===== src/rtl/scr1_ytydla_dmem_wide_resp.sv =====
// YTYDLA wide-LSU DMEM responder: splits a 1..5 word request into sequential
// accesses on a 32-bit single-port synchronous SRAM and returns one response.
package scr1_ytydla_dmem_pkg;

  typedef enum logic {
    SCR1_MEM_CMD_RD = 1'b0,
    SCR1_MEM_CMD_WR = 1'b1
  } type_scr1_mem_cmd_e;

  typedef enum logic [2:0] {
    SCR1_MEM_Y_WIDTH_ONE_WORD   = 3'd1,
    SCR1_MEM_Y_WIDTH_TWO_WORD   = 3'd2,
    SCR1_MEM_Y_WIDTH_THREE_WORD = 3'd3,
    SCR1_MEM_Y_WIDTH_FOUR_WORD  = 3'd4,
    SCR1_MEM_Y_WIDTH_FIVE_WORD  = 3'd5
  } type_scr1_mem_y_width_e;

  typedef enum logic [1:0] {
    SCR1_MEM_RESP_NOTRDY = 2'b00,
    SCR1_MEM_RESP_RDY_OK = 2'b01,
    SCR1_MEM_RESP_RDY_ER = 2'b10
  } type_scr1_mem_resp_e;

endpackage

module scr1_ytydla_dmem_wide_resp
  import scr1_ytydla_dmem_pkg::*;
#(
  parameter int unsigned WORD_W    = 32,
  parameter int unsigned MAX_WORDS = 5,
  parameter int unsigned SRAM_AW   = 12,
  parameter logic [31:0] BASE_ADDR = 32'h0001_0000
) (
  input  logic                          clk,
  input  logic                          rst,
  input  logic                          dmem_req,
  input  type_scr1_mem_cmd_e            dmem_cmd,
  input  type_scr1_mem_y_width_e        dmem_width,
  input  logic [31:0]                   dmem_addr,
  input  logic [WORD_W*MAX_WORDS-1:0]   dmem_wdata,
  output logic                          dmem_req_ack,
  output logic [WORD_W*MAX_WORDS-1:0]   dmem_rdata,
  output type_scr1_mem_resp_e           dmem_resp,
  output logic                          sram_ce,
  output logic                          sram_we,
  output logic [SRAM_AW-1:0]            sram_addr,
  output logic [WORD_W-1:0]             sram_wdata,
  input  logic [WORD_W-1:0]             sram_rdata
);

  localparam int unsigned CW = $clog2(MAX_WORDS + 1);
  localparam logic [SRAM_AW:0] DEPTH = (SRAM_AW + 1)'(1) << SRAM_AW;

  typedef enum logic [2:0] {
    IDLE,
    ACCESS,
    RDLAST,
    RESP,
    RESP_ER
  } state_e;

  state_e                               state;
  state_e                               state_next;

  type_scr1_mem_cmd_e                   cmd_q;
  logic [CW-1:0]                        n_q;
  logic [SRAM_AW-1:0]                   wa_q;
  logic [CW-1:0]                        cnt;
  logic [MAX_WORDS-1:0][WORD_W-1:0]     wbuf;
  logic [MAX_WORDS-1:0][WORD_W-1:0]     rbuf;
  logic                                 rd_pend;
  logic [CW-1:0]                        cap_idx;

  logic [2:0]                           width_code;
  logic [CW-1:0]                        n_in;
  logic [SRAM_AW-1:0]                   wa_in;
  logic [SRAM_AW:0]                     end_in;
  logic                                 width_bad;
  logic                                 align_bad;
  logic                                 win_bad;
  logic                                 range_bad;
  logic                                 req_err;
  logic                                 accept;
  logic                                 last;

  // Request decode and error classification, evaluated in the accept cycle
  assign width_code = dmem_width;
  assign n_in       = CW'(width_code);
  assign wa_in      = dmem_addr[SRAM_AW+1:2];
  assign end_in     = {1'b0, wa_in} + (SRAM_AW + 1)'(n_in);
  assign width_bad  = (width_code == 3'd0) || (32'(width_code) > 32'(MAX_WORDS));
  assign align_bad  = |dmem_addr[1:0];
  assign win_bad    = dmem_addr[31:SRAM_AW+2] != BASE_ADDR[31:SRAM_AW+2];
  assign range_bad  = end_in > DEPTH;
  assign req_err    = width_bad | align_bad | win_bad | range_bad;

  assign accept     = dmem_req && (state == IDLE);
  assign last       = (cnt == n_q - CW'(1));

  always_ff @(posedge clk) begin
    if (rst) begin
      state <= IDLE;
    end else begin
      state <= state_next;
    end
  end

  always_comb begin
    state_next   = state;
    dmem_req_ack = 1'b0;
    dmem_resp    = SCR1_MEM_RESP_NOTRDY;
    dmem_rdata   = '0;
    sram_ce      = 1'b0;
    sram_we      = 1'b0;
    sram_addr    = '0;
    sram_wdata   = '0;
    case (state)
      IDLE: begin
        dmem_req_ack = 1'b1;
        if (dmem_req) begin
          state_next = req_err ? RESP_ER : ACCESS;
        end
      end
      ACCESS: begin
        sram_ce    = 1'b1;
        sram_we    = (cmd_q == SCR1_MEM_CMD_WR);
        sram_addr  = wa_q + SRAM_AW'(cnt);
        sram_wdata = wbuf[cnt];
        if (last) begin
          state_next = (cmd_q == SCR1_MEM_CMD_WR) ? RESP : RDLAST;
        end
      end
      RDLAST: begin
        state_next = RESP;
      end
      RESP: begin
        dmem_resp  = SCR1_MEM_RESP_RDY_OK;
        dmem_rdata = rbuf;
        state_next = IDLE;
      end
      RESP_ER: begin
        dmem_resp  = SCR1_MEM_RESP_RDY_ER;
        state_next = IDLE;
      end
      default: begin
        state_next = IDLE;
      end
    endcase
  end

  // Read data lags its issue by one cycle; rd_pend/cap_idx remember which word
  // slot the returning SRAM word belongs to, so issue k+1 overlaps capture k.
  always_ff @(posedge clk) begin
    if (rst) begin
      cmd_q   <= SCR1_MEM_CMD_RD;
      n_q     <= '0;
      wa_q    <= '0;
      cnt     <= '0;
      wbuf    <= '0;
      rbuf    <= '0;
      rd_pend <= 1'b0;
      cap_idx <= '0;
    end else begin
      rd_pend <= (state == ACCESS) && (cmd_q == SCR1_MEM_CMD_RD);
      cap_idx <= cnt;
      if (rd_pend) begin
        rbuf[cap_idx] <= sram_rdata;
      end
      if (state == ACCESS) begin
        cnt <= cnt + CW'(1);
      end
      if (accept) begin
        cmd_q <= dmem_cmd;
        n_q   <= n_in;
        wa_q  <= wa_in;
        wbuf  <= dmem_wdata;
        rbuf  <= '0;
        cnt   <= '0;
      end
    end
  end

endmodule


===== config.mk =====
export PLATFORM = sky130hd
export DESIGN_NAME = scr1_ytydla_dmem_wide_resp
export DESIGN_NICKNAME = d
export VERILOG_FILES = /design/src/rtl/scr1_ytydla_dmem_wide_resp.sv
export SDC_FILE = /design/constraint.sdc
export NUM_CORES = 1
export LEC_CHECK = 0
export CAP_MARGIN = 0
export CORE_UTILIZATION = 30
export CTS_BUF_LIST = sky130_fd_sc_hd__clkbuf_4
export DETAILED_ROUTE_END_ITERATION = 16
export GPL_TIMING_DRIVEN = 1
export SYNTH_ARGS = -nofsm -noshare
export SYNTH_HDL_FRONTEND = slang
export SYNTH_SLANG_ARGS = --single-unit

===== constraint.sdc =====
create_clock -name clk -period 2.1 [get_ports clk]
set_input_delay 0.42 -clock clk [delete_from_list [all_inputs] [get_ports clk]]
set_output_delay 0.42 -clock clk [all_outputs]
set_load 0.005 [all_outputs]

==> results.cfg <==
[run_status]
violations = setup timing
outcome = complete, but fails checks

[yosys]
yosysSeqAreaShare_pct = 47.0
synth_seq_cells = 346
yosys_warnings = 0
syn_area_sq_um = 14700
synth_area_per_cell_sq_um = 7.83
synthFlopType = dfxtp_1
synthDistinctLibCells = 52
synth_nets = 2125
synth_area_leader_cell = dfxtp_1
synth-edff-count = 0
synth_top_cell_area_share_pct = 47.0
syn_inst = 1884
synthArstFlopShare_pct = 0
synthTopCellsByArea = dfxtp_1 47%, nand2_1 17%, a21oi_1 12%

[place]
portBuffers = 439
routabilityCongestion = 0.922
dp.final_hpwl_um = 36900

[floorplan]
core-area_sq_um = 48100
start_util_pct = 30.6
rows = 80
fp.dieArea_sq_um = 50000
die_w_um = 224
die_h_um = 224
io_pins = 440

[setup_path]
cpPeakStageDelay_ns = 0.38
critPathArrivalTime_ns = 2.50
critPathCaptureType = output pin
critPathTopFamily = adder cells
worst_path_max_delay_cell = dfxtp_4
r2r_slack_ns = 0.16
cp-start-kind = register
cp.required_ns = 1.68
setup.worst_path.class = register to output pin
cp_num_buf_inv = 2
path_cells = ha_4 -> fa_2 -> a21o_1 -> buf_6 -> nand4_1 -> xor2_1 -> nor2_1 -> buf_2
path_max_fanout = 4

[grt]
grt_pass1_vias = 15200
antenna_found_initial = 18
grt_usage_pct = 22.0
grt_overflow = 0
grt_pass1_wl_um = 85100
grt_max_degree = 124

[layout]
area_delta_synth_final_pct = 61.8
fin_util_pct = 49.5
drive_gt1_share_pct = 32.1
nNetsFinal = 2716

[power_and_ir_drop]
power_switching_mw = 3.58
clkPwrFrac_pct = 42.0
peakVddDrop_mv = 0.313
p_per_area_nw_per_um2 = 596
pwr-share-comb_pct = 9.5
power_frac_seq_pct = 48.5
p_int_mw = 10.6
power.leakage_nw = 9.33
p_sw_share_pct = 25.2

[timing]
rsz0062_at_grt = true
worst_pin_slew_ns = 0.655
setup_viol = 208
fmax_ghz = 0.343
finalSetupTns_ns = -114.22
hold_viol = 0
max_slew_margin_pct = 56.4
slew_viol_final = 0
post-route-period-util_pct = 139
worst_slack_ns = -0.815
final.setup_skew_ns = 0.0318
period_needed_ns = 2.92

[flow_run]
max-cap-violations = 0

[route]
ant_nets = 0
wl_per_cell_um = 18.0
vias = 15400
post-route-drc-count = 0
dr.first_iter.drc_count = 1040
vias_per_cell = 4.81
dr.pass1.iters = 5
detail_route.wirelength_um = 57600

[clock_network]
cts_buffers = 93
clkTransAtPathRegs_ns = 0.07
cts.sinks = 346
cts_root_buffer = clkbuf_4
htreeDepth = 3
tritoncts = yes
cts.path.max_buffers = 3
worstSkewPairLatency_ns = 0.81

[worst_hold_path]
hold_path.class = input port to register
[metal layers]
| metal | GRT usage (%) | part of all wire [%] |
|---|---|---|
| met3 | 7.24 | 8.7 |
| met4 | 9.54 | 2.9 |
| met5 | 0 | 0.26 |
| met2 | 37.2 | 48 |
| met1 | 25.4 | 40 |
[path summary, 6_finish.rpt]
check / start / to / depth (start not counted)
setup / recovery: cnt[0] / sram_addr[6] / 8
hold / removal: dmem_wdata[62] / wbuf[62] / 3
setup reg to reg: state[0] / wa_q[5] / 9
hold reg to reg: wbuf[99] / wbuf[99] / 2
[repair_timing]
action	CTS	global route
endpoints found under the setup margin	209	209
gates cloned	13	12
hold buffers	1	0
pin swaps	102	146
endpoints found under the hold margin	15	0
gates resized for setup	815	429
setup buffers	73	44
[metrics by stage]
step | cell area [sq um] | hold WS, ns | power (mW) | worst slack [ns] | std cells
3_3_place_gp | 20200 | 0.437 | 8.33 | -0.299 | 2909
5_1_grt | 23800 | 0.0955 | 14.9 | -0.942 | 3196
4_1_cts | 22700 | 0.0468 | 14.4 | -0.964 | 3149
6_report | 23900 | 0.157 | 14.2 | -0.815 | 3199
3_5_place_dp | 20200 | 0.443 | 8.35 | -0.358 | 2909
2_1_floorplan | 14700 | 0.431 | 7.57 | 0.141 | 1884
[power groups by stage]
stage	clock, mW	sequential, mW	combinational, mW
floorplan	0	6.99	0.580
global placement	0	7.02	1.30
detailed placement	0	7.03	1.32
global route	6.54	6.91	1.47
finish	5.97	6.89	1.35
CTS	6.16	6.89	1.34
[cells by family after synthesis]
kind of cell             count (synthesis)  share of synthesized area [%]
XOR/XNOR                                13                          0.865
AND/OR/NAND/NOR                        937                           27.5
buffers and inverters                  157                           4.73
AO/OA/AOI/OAI                          388                           14.0
multiplexers                            33                           4.96
adder cells (fa/ha/maj)                 10                          0.950
flip-flops                             346                           47.0
[final cells by class]
class                   count  area (sq um)
diodes                      8          20.0
clock buffers             135          1010
clock inverters            20           130
fillers                  4627         24300
inverters                   6          25.0
multi-input cells        1381          7870
flip-flops and latches    346          6940
well taps                 656           821
repair buffers            647          7030
[state kept, by name (all words and copies together) (netlist names)]
name     flops
rbuf       160
wbuf       160
wa_q        12
cap_idx      3
cnt          3
n_q          3
state        3
cmd_q        1
rd_pend      1
[cell usage after synthesis, drive strengths merged (2+ instances only)]
master,n
xnor2,6
o311ai,2
nor3,6
or3b,2
buf,53
xor2,6
nand2b,6
a21o,3
ha,8
dfxtp,346
nand3,4
fa,2
or3,2
and2,165
a22oi,32
nor3b,2
nor4,6
clkbuf,98
inv,5
nand2,683
nor2,47
mux4,32
a21oi,342
nand4,6
a31oi,2
nor2b,2
or2,2
[worst reg2reg max path, stage by stage, from the launching register on]
cell     delay, ns
dfxtp_2       0.32
buf_6         0.12
buf_6         0.12
nor3_4        0.19
buf_4         0.13
buf_4         0.14
and2_4        0.22
buf_4         0.33
nand2_1       0.15
a21oi_1       0.15
[placed cells by master (no fill, tap or decap), types with 4 or more instances in the layout]
cell	n
a21oi_1	340
a22oi_2	32
and2_1	16
and2_4	149
buf_12	37
buf_16	12
buf_2	42
buf_4	67
buf_6	204
buf_8	16
clkbuf_16	10
clkbuf_2	27
clkbuf_4	135
clkdlybuf4s50_1	229
clkinv_1	15
dfxtp_1	340
dfxtp_2	4
diode_2	8
ha_1	5
inv_1	4
mux4_2	32
nand2_1	680
nand2b_1	4
nand4_1	6
nor2_1	36
nor2_2	9
nor4_1	6
xnor2_1	4
xor2_1	6
Power figures use the tool's default switching activity.
